File: src/rtl/eau_tx.sv
// eau_tx: serialises one NBYTES-wide word onto an 8-bit valid/ready bus; optional EAU_TX_REPEAT_EN adds rep.
// Latency: first byte valid 1 cycle after ld; one byte per cycle while ready=1; done pulses after the final byte.
// Backpressure: ready=0 holds q/last/index indefinitely; ld (and rep) are ignored while busy.
module eau_tx #(
    parameter int NBYTES    = 2,
    parameter bit MSB_FIRST = 1'b0
) (
    input  logic                  clk,
    input  logic                  rst,
    input  logic [8*NBYTES-1:0]   d,
    input  logic                  ld,
`ifdef EAU_TX_REPEAT_EN
    input  logic                  rep,
`endif
    output logic [7:0]            q,
    output logic                  valid,
    input  logic                  ready,
    output logic                  last,
    output logic                  busy,
    output logic                  done
);

    localparam int                  IW      = (NBYTES > 1) ? $clog2(NBYTES) : 1;
    localparam logic [IW-1:0]       LASTIDX = IW'(NBYTES - 1);
    localparam logic [IW-1:0]       IDX_ONE = IW'(1);
    localparam logic [8*NBYTES-1:0] WORD_ONE = (8*NBYTES)'(1);

    localparam logic [0:0] IDLE = 1'b0;
    localparam logic [0:0] SEND = 1'b1;

    logic [0:0]          state;
    logic [8*NBYTES-1:0] word;
    logic [IW-1:0]       idx;
    logic [IW-1:0]       sel;
    logic                start;
    logic [8*NBYTES-1:0] next_word;

    always_comb begin
        start     = 1'b0;
        next_word = d;
        if (state == IDLE) begin
            if (ld) begin
                start = 1'b1;
`ifdef EAU_TX_REPEAT_EN
            end else if (rep) begin
                // the word register keeps the last word sent, so repeat is just +1
                start     = 1'b1;
                next_word = word + WORD_ONE;
`endif
            end
        end
    end

    always_ff @(posedge clk) begin
        if (!rst) begin
            state <= IDLE;
            word  <= '0;
            idx   <= '0;
            done  <= 1'b0;
        end else begin
            done <= 1'b0;
            case (state)
                IDLE: begin
                    if (start) begin
                        state <= SEND;
                        word  <= next_word;
                        idx   <= '0;
                    end
                end
                SEND: begin
                    if (ready) begin
                        if (idx == LASTIDX) begin
                            state <= IDLE;
                            done  <= 1'b1;
                        end else begin
                            idx <= idx + IDX_ONE;
                        end
                    end
                end
                default: state <= IDLE;
            endcase
        end
    end

    assign sel = MSB_FIRST ? (LASTIDX - idx) : idx;

    // idx is left on the final byte after a word, so q keeps its last value in IDLE
    always_comb begin
        q = 8'h00;
        for (int i = 0; i < NBYTES; i++) begin
            if (sel == IW'(i)) q = word[8*i +: 8];
        end
    end

    assign valid = (state == SEND);
    assign busy  = (state == SEND);
    assign last  = valid && (idx == LASTIDX);

endmodule

File: config.mk
export PLATFORM = sky130hd
export DESIGN_NAME = eau_tx
export DESIGN_NICKNAME = d
export VERILOG_FILES = /design/src/rtl/eau_tx.sv
export SDC_FILE = /design/constraint.sdc
export NUM_CORES = 1
export LEC_CHECK = 0
export CAP_MARGIN = 20
export CORE_MARGIN = 2
export CORE_UTILIZATION = 46
export CTS_CLUSTER_DIAMETER = 50
export DETAILED_ROUTE_END_ITERATION = 6
export PLACE_DENSITY = 0.88
export SYNTH_ARGS = -nofsm -noshare
export SYNTH_HDL_FRONTEND = slang
export SYNTH_SLANG_ARGS = --single-unit
File: constraint.sdc
create_clock -name clk -period 2.61 [get_ports clk]
set_input_delay 0.522 -clock clk [delete_from_list [all_inputs] [get_ports clk]]
set_output_delay 0.522 -clock clk [all_outputs]
set_load 0.005 [all_outputs]
==> impl_metrics.json, run 1 <==
{
  "outcome": "finished clean",
  "min_period_ns": 2.253,
  "hold_depth": 2,
  "dpl_cell_area_um2": 1152,
  "fmax_mhz": 443.9,
  "cts_root_buffer": "clkbuf_4",
  "dieWidth_um": 47.64,
  "drt_pass1_iterations": 4,
  "dpl.cell_count": 141,
  "dieArea_um2": 2269,
  "clock-sinks": 19,
  "initialDrtViolationCount": 1,
  "drive_above_1_share_pct": 11.67,
  "grt_pass1_vias": 616,
  "max-vdd-ir-drop_mv": 0.3910,
  "antenna_found_initial": 0,
  "crit_path_end_kind": "output port",
  "grt_max_degree": 25,
  "final_cells": 145,
  "finalHoldViolCount": 0,
  "worstPathRequired_ns": 2.09,
  "synth_nets": 111,
  "swShare_pct": 23.90,
  "wire_per_inst_um": 12.20,
  "rsz0062_at_grt": "no",
  "crit_type": "register to output port",
  "relSlewSlack_pct": 72.16,
  "numCtsBuffers": 3,
  "path_cells": "mux2_2 -> clkdlybuf4s50_1",
  "worstSetupPathDepth": 2,
  "ctsResizeCount": 0,
  "start_util_pct": 49.65,
  "clk_pin_slew_ns": 0.10,
  "drc": 0,
  "drt-total-wl_mm": 1.769,
  "switching_power_w": 0.0001382,
  "cts_setup_buffers": 0,
  "cts_hold_buf": 0,
  "finClkSkew_ns": 0.002638,
  "clkPwrFrac_pct": 25.1,
  "setup_violations": 0,
  "core_um2": 1764,
  "hold_ws_ns": 0.4619,
  "die_h_um": 47.64,
  "comb_power_share_pct": 19.4,
  "ioPinCount": 32,
  "syn-cell-area_um2": 875.8,
  "gp_congestion": 0.6211,
  "yosys_warnings": 0,
  "setup-tns-final_ns": 0,
  "synthCells": 91,
  "num_vias": 692,
  "track_usage_pct": 17.68,
  "fin_area_um2": 1179,
  "min_path_type": "register to register",
  "reg2regPathDepth": 3,
  "critPathMaxFanout": 10,
  "sequentialPowerShare_pct": 55.5,
  "cpPeakStageDelay_ns": 0.59,
  "syn_area_per_cell_um2": 9.625,
  "grt_pass1_wl_mm": 2.780,
  "antenna_cells": 0,
  "placementRows": 15,
  "portBuffers": 31,
  "internal_power_w": 0.0004399,
  "ys_ff_latch": 19,
  "grt-ovfl-total": 0,
  "max-cap-violations": 0,
  "yosysSeqAreaShare_pct": 43.43,
  "slew_violations": 0,
  "via_per_inst": 4.772,
  "cp.arrival_ns": 1.73,
  "crit_family": "flip-flops",
  "p_leak_nw": 0.4797,
  "slowest_stage": "dfxtp_1",
  "synthDistinctLibCells": 15,
  "crit_buf_inv": 1,
  "route.antenna.remaining_nets": 0,
  "finalCritPeriodShare_pct": 86.32,
  "dp_hpwl_mm": 1.288,
  "cellPowerDensity_nw_per_um2": 490.5,
  "finalNetCount": 141,
  "tightest_slew_ns": 0.4171,
  "cp-start-kind": "register",
  "insertion_delay_ns": 0.29,
  "cts_tree": "done",
  "cts_max_path_buffers": 2,
  "areaGrowthSynthToFinish_pct": 34.57,
  "htreeDepth": 1
}
per-stage QoR:
step | util [%] | setup WS (ns) | total power [W]
global placement | 65.32 | 0.7014 | 0.0004348
CTS | 66.81 | 0.3216 | 0.0005810
detailed placement | 65.32 | 0.6582 | 0.0004400
floorplan | - | 1.326 | 0.0003871
finish | 66.81 | 0.3572 | 0.0005781
global route | 66.81 | 0.2489 | 0.0006028
per-layer routing:
metal	global-route usage (%)	share of wire, %
met3	4.151	4.6
met4	6.486	1.8
met1	20.92	42
met2	31.08	52
met5	0	0
cell families after synthesis:
family	share of synthesized area [%]
AND/OR/NAND/NOR	17.14
buffers and inverters	9.142
AO/OA/AOI/OAI	1.714
flip-flops	43.43
multiplexers	28.57
cells in the mapped netlist:
| cell | count | share of area [%] |
|---|---|---|
| a21oi_1 | 1 | 0.57 |
| and2_1 | 1 | 0.71 |
| and3_1 | 1 | 0.71 |
| buf_2 | 2 | 1.1 |
| buf_4 | 1 | 0.86 |
| buf_6 | 3 | 3.9 |
| buf_8 | 1 | 1.7 |
| clkbuf_8 | 1 | 1.6 |
| dfxtp_1 | 19 | 43 |
| mux2_2 | 8 | 10 |
| mux2i_1 | 16 | 18 |
| nand2_1 | 33 | 14 |
| nand3_1 | 1 | 0.57 |
| nor2b_2 | 1 | 1.0 |
| o21ai_0 | 2 | 1.1 |
cell usage in the layout, fill, tap and decap left out:
cell and instances:
a21oi_1 1, dfxtp_1 19, and3_1 1, clkdlybuf4s50_1 31, mux2_2 8, and2_1 1
o21ai_0 2, nand3_1 1, nor2b_2 1, clkbuf_4 3, buf_4 2, nand2_1 33
mux2i_1 16, clkbuf_1 1
worst reg2reg max path, cell delays in order (launching register included):
cell	delay (ns)
dfxtp_1	0.37
nor2b_2	0.12
buf_4	0.28
mux2i_1	0.24
sequential cells by signal, indices dropped and copies added, names as in the netlist:
| name | count |
|---|---|
| word | 16 |
| busy | 1 |
| done | 1 |
| idx | 1 |
final cells by class:
class / instances / area (um^2)
clock buffers: 4 / 26.28
repair buffers: 33 / 325.3
flip-flops and latches: 19 / 380.4
well taps: 25 / 31.28
fillers: 160 / 585.6
multi-input cells: 64 / 415.4
worst paths after layout:
check | to | slack, ns | from
max | q[0] | 0.36 | idx
min | word[3] | 0.46 | word[3]
max reg2reg | word[7] | 1.53 | busy
min reg2reg | word[3] | 0.46 | word[3]
power by group through the flow:
stage	logic (W)	registers (W)	clock network (W)
global placement	0.000109	0.000326	0
CTS	0.000114	0.000321	0.000146
finish	0.000112	0.000321	0.000145
floorplan	0.0000654	0.000322	0
detailed placement	0.000113	0.000327	0
global route	0.000122	0.000324	0.000157
Note: power is estimated with default switching activity, not from simulation.
==> run 2: changes to the inputs <==
--- a/config.mk
+++ b/config.mk
@@ -10,6 +10,7 @@
 export CORE_UTILIZATION = 46
 export CTS_CLUSTER_DIAMETER = 50
 export DETAILED_ROUTE_END_ITERATION = 6
+export MAX_ROUTING_LAYER = met4
 export PLACE_DENSITY = 0.88
 export SYNTH_ARGS = -nofsm -noshare
 export SYNTH_HDL_FRONTEND = slang
==> impl_metrics.json, run 2 (synthesis gave the netlist of run 1 again) <==
{
  "outcome": "finished clean",
  "max-cap-violations": 0,
  "fmax_mhz": 444.2,
  "wire_per_inst_um": 12.16,
  "via_per_inst": 4.793,
  "dpl.cell_count": 141,
  "final_common_cell": "nand2_1",
  "tightest_slew_ns": 0.4171,
  "drc": 0,
  "antenna_found_initial": 0,
  "relSlewSlack_pct": 72.16,
  "numCtsBuffers": 3,
  "final_core_util_pct": 66.81,
  "hold_depth": 2,
  "cts_max_path_buffers": 2,
  "critPathMaxFanout": 10,
  "finalHoldViolCount": 0,
  "mostFrequentLayoutCells": "nand2_1 (33), clkdlybuf4s50_1 (31), dfxtp_1 (19)",
  "largest_reg_flops": 16,
  "core_um2": 1764,
  "grt-ovfl-total": 0,
  "clock-sinks": 19,
  "regMostFlops": "word",
  "hold_start": "word[3]",
  "dieWidth_um": 47.64,
  "slew_violations": 0,
  "cts_tree": "done",
  "grt_pass1_vias": 617,
  "start_util_pct": 49.65,
  "portBuffers": 31,
  "route.antenna.remaining_nets": 0,
  "insertion_delay_ns": 0.29,
  "dp_hpwl_mm": 1.288,
  "finClkSkew_ns": 0.002642,
  "ctsResizeCount": 0,
  "antenna_cells": 0,
  "die_h_um": 47.64,
  "ioPinCount": 32,
  "num_vias": 695,
  "worstHoldEndpoint": "word[3]",
  "cts_root_buffer": "clkbuf_4",
  "rr_endpoint": "word[14]",
  "finalCritPeriodShare_pct": 86.25,
  "min_path_type": "register to register",
  "dieArea_um2": 2269,
  "drt-total-wl_mm": 1.763,
  "finalNetCount": 141,
  "rsz0062_at_grt": "no",
  "grt_pass1_wl_mm": 2.773,
  "setup_violations": 0,
  "setup-tns-final_ns": 0,
  "cellPowerDensity_nw_per_um2": 490.5,
  "min_period_ns": 2.251,
  "setup_slack_ns": 0.3589,
  "gp_congestion": 0.6258,
  "htreeDepth": 1,
  "worstPathRequired_ns": 2.09,
  "final_cells": 145,
  "initialDrtViolationCount": 1,
  "placementRows": 15,
  "drt_pass1_iterations": 4,
  "track_usage_pct": 18.25,
  "areaGrowthSynthToFinish_pct": 34.57,
  "drive_above_1_share_pct": 11.67,
  "grt_max_degree": 25,
  "max-vdd-ir-drop_mv": 0.3909,
  "cp.arrival_ns": 1.73,
  "r2r-start": "busy",
  "rrSetupSlack_ns": 1.54,
  "cts_setup_buffers": 0,
  "crit_path_end_kind": "output port",
  "clk_pin_slew_ns": 0.10,
  "p_leak_nw": 0.4797,
  "cp-start-kind": "register",
  "reg2regPathDepth": 3,
  "cts_hold_buf": 0,
  "nFillCells": 160,
  "crit_type": "register to output port",
  "pre_cts_ws_ns": 0.6582
}
## run 2: cell counts in the layout (fill, tap and decap cells not counted)
Identical to the previous run, type by type.
## run 2: where the power goes
| part | leakage (nW) | switching (W) | internal, W |
|---|---|---|---|
| sequential | 0.156 | 0.0000129 | 0.000308 |
| combinational | 0.309 | 0.0000393 | 0.0000726 |
| clock | 0.0150 | 0.0000859 | 0.0000593 |
## run 2: critical path, cell delays in order, from the launching register on
cell             delay [ns]
dfxtp_1                0.59
mux2_2                 0.39
clkdlybuf4s50_1        0.46
## run 2: layout make-up
type / count / area [um^2] / share of cell area, %
sequential: 19 / 380.4 / 32.27
clock buffer: 4 / 26.28 / 2.229
timing repair buffer: 33 / 325.3 / 27.60
multi-input combinational: 64 / 415.4 / 35.24
tap: 25 / 31.28 / 2.654
## run 2: stage by stage
step | total power [W] | hold slack [ns] | cell area (um^2)
6_report | 0.0005781 | 0.4620 | 1179
5_1_grt | 0.0006028 | 0.4884 | 1179
4_1_cts | 0.0005810 | 0.4647 | 1179
3_5_place_dp | 0.0004400 | 0.4475 | 1152
3_3_place_gp | 0.0004348 | 0.4402 | 1152
2_1_floorplan | 0.0003871 | 0.4313 | 875.8
## run 2: worst max-delay path by stage
stage	startpoint	end	slack, ns	depth (start not counted)
6_report	idx	q[6]	0.36	2
5_1_grt	idx	q[0]	0.25	2
4_1_cts	idx	q[6]	0.32	2
3_5_place_dp	idx	q[6]	0.66	2
3_3_place_gp	idx	q[0]	0.70	2
2_1_floorplan	idx	q[0]	1.33	2
## run 2: per-layer routing
metal	vias to the layer above	GRT usage [%]	wire, um
met5	-	-	0
met4	0	6.486	28
met3	4	4.151	83
met2	17	31.08	916
met1	317	20.92	735
li1	357	-	-
==> run 3: changes to the inputs <==
--- a/config.mk
+++ b/config.mk
@@ -5,13 +5,14 @@
 export SDC_FILE = /design/constraint.sdc
 export NUM_CORES = 1
 export LEC_CHECK = 0
+export ABC_AREA = 1
 export CAP_MARGIN = 20
 export CORE_MARGIN = 2
-export CORE_UTILIZATION = 46
+export CORE_UTILIZATION = 30
 export CTS_CLUSTER_DIAMETER = 50
 export DETAILED_ROUTE_END_ITERATION = 6
 export MAX_ROUTING_LAYER = met4
-export PLACE_DENSITY = 0.88
+export PLACE_DENSITY = 0.63
 export SYNTH_ARGS = -nofsm -noshare
 export SYNTH_HDL_FRONTEND = slang
 export SYNTH_SLANG_ARGS = --single-unit
==> impl_metrics.json, run 3 <==
{
  "path_cells": "inv_1 -> nand2_1 -> nand2_1 -> clkdlybuf4s50_1",
  "syn-cell-area_um2": 918.4,
  "worst_path_most_repeated_cell": "nand2_1",
  "sequentialPowerShare_pct": 52.4,
  "critPathMaxFanout": 12,
  "cts_setup_buffers": 0,
  "die_h_um": 59.33,
  "dp_hpwl_mm": 1.465,
  "ys_ff_latch": 19,
  "yosys_warnings": 0,
  "synth_area_leaders": "dfxtp_1 (41%), nand2_1 (20%), nor2_1 (13%)",
  "crit_type": "register to output port",
  "placementRows": 20,
  "synth_area_leader_cell": "dfxtp_1",
  "regMostFlops": "word",
  "cts_root_buffer": "clkbuf_4",
  "final_cells": 209,
  "ioPinCount": 32,
  "dieWidth_um": 59.33,
  "synthDistinctLibCells": 12,
  "slowest_stage": "dfxtp_1",
  "grt_pass1_vias": 786,
  "max-cap-violations": 0,
  "via_per_inst": 4.330,
  "finalCritPeriodShare_pct": 86.18,
  "cts_hold_buf": 0,
  "route.antenna.remaining_nets": 0,
  "max-vdd-ir-drop_mv": 0.2733,
  "grt-ovfl-total": 0,
  "drc": 0,
  "clock-sinks": 19,
  "worstPathRequired_ns": 2.09,
  "p_leak_nw": 0.6349,
  "synth-edff-count": 0,
  "antenna_found_initial": 0,
  "cp-start-kind": "register",
  "ctsResizeCount": 0,
  "final_common_cell": "nand2_1",
  "fmax_mhz": 444.6,
  "rsz0062_at_grt": "no",
  "min_path_type": "register to register",
  "cpPeakStageDelay_ns": 0.57,
  "slew_violations": 0,
  "wire_per_inst_um": 9.713,
  "nFillCells": 327,
  "internal_power_w": 0.0004633,
  "relSlewSlack_pct": 72.44,
  "antenna_cells": 0,
  "clk_pin_slew_ns": 0.10,
  "synth_nets": 167,
  "mostFrequentLayoutCells": "nand2_1 (48), nor2_1 (33), clkdlybuf4s50_1 (31)",
  "crit_path_start": "idx",
  "cts_max_path_buffers": 2,
  "cp.arrival_ns": 1.73,
  "finalHoldViolCount": 0,
  "ys.flop_type": "dfxtp_1",
  "drt_pass1_iterations": 4,
  "areaGrowthSynthToFinish_pct": 36.38,
  "gp_congestion": 0.7268,
  "drive_above_1_share_pct": 4.545,
  "start_util_pct": 30.84,
  "hold_start": "word[13]",
  "setup_violations": 0,
  "clkPwrFrac_pct": 22.5,
  "largest_reg_flops": 16,
  "finClkSkew_ns": 0.0006904,
  "min_period_ns": 2.249,
  "core_um2": 2978,
  "cellPowerDensity_nw_per_um2": 512.0,
  "r2r-start": "busy",
  "cts_tree": "done",
  "htreeDepth": 1,
  "swShare_pct": 27.75,
  "ys_async_sr_fraction_pct": 0,
  "power_w": 0.0006412,
  "grt_max_degree": 19,
  "final_core_util_pct": 42.06,
  "drt-total-wl_mm": 2.030,
  "num_vias": 905,
  "hold_ws_ns": 0.4894,
  "seq_area_um2": 380.4,
  "multi_input_area_um2": 400.4,
  "grt_pass1_wl_mm": 3.256,
  "initialDrtViolationCount": 26,
  "synth_top_area_share_pct": 41.42,
  "tightest_slew_ns": 0.4124,
  "dieArea_um2": 3520,
  "synth_common_cells": "nand2_1 (48), nor2_1 (33), dfxtp_1 (19), inv_1 (19), nand3_1 (16)",
  "synthCells": 147,
  "synth.most_common_cell": "nand2_1",
  "yosysSeqAreaShare_pct": 41.42,
  "syn_area_per_cell_um2": 6.247,
  "numCtsBuffers": 3,
  "comb_power_share_pct": 25.1,
  "outcome": "finished clean",
  "track_usage_pct": 12.65,
  "portBuffers": 31,
  "dpl.cell_count": 205,
  "crit_path_end_kind": "output port",
  "finalNetCount": 197,
  "switching_power_w": 0.0001779,
  "insertion_delay_ns": 0.29,
  "setup-tns-final_ns": 0
}
-- run 3: layer usage --
| layer | GRT usage, % | vias up | part of all wire (%) |
|---|---|---|---|
| li1 | - | 489 | - |
| met1 | 14.61 | 397 | 45 |
| met2 | 20.88 | 17 | 49 |
| met3 | 2.620 | 2 | 4.6 |
| met4 | 5.844 | 0 | 0.89 |
| met5 | - | - | 0 |
-- run 3: cell type report --
class | instances | share of cell area (%)
clock buffer | 4 | 2.098
inverter | 21 | 6.294
multi-input combinational | 99 | 31.97
sequential | 19 | 30.37
tap | 33 | 3.297
timing repair buffer | 33 | 25.97
-- run 3: final timing paths --
path	endpoint	slack, ns	depth (start not counted)
setup reg to reg	word[12]	1.57	3
hold / removal	word[13]	0.49	2
hold reg to reg	word[13]	0.49	2
setup / recovery	q[3]	0.36	4
-- run 3: power groups by stage --
stage	Clock [W]	Combinational [W]	Sequential [W]
after detailed placement	0	0.000163	0.000342
after floorplan	0	0.0000958	0.000336
final	0.000144	0.000161	0.000336
after CTS	0.000155	0.000163	0.000336
after global routing	0.000160	0.000184	0.000339
after global placement	0	0.000161	0.000341
-- run 3: per-stage QoR --
stage | area, um^2 | setup WS (ns)
floorplan | 918.4 | 1.443
global placement | 1226 | 0.7161
detailed placement | 1226 | 0.6815
CTS | 1252 | 0.3367
global route | 1252 | 0.1850
finish | 1252 | 0.3607
-- run 3: kinds of logic (layout without fill, tap and decap cells) --
group	Yosys count	count (layout)	synth area share (%)
compound gates	1	1	0.5444
buf+inv	29	58	14.99
flops	19	19	41.42
simple gates	98	98	43.05
-- run 3: critical path: cells and delay by family (launching register included) --
| kind | cells | cell delay (ns) |
|---|---|---|
| buf+inv | 2 | 0.69 |
| simple gates | 2 | 0.18 |
| flops | 1 | 0.57 |
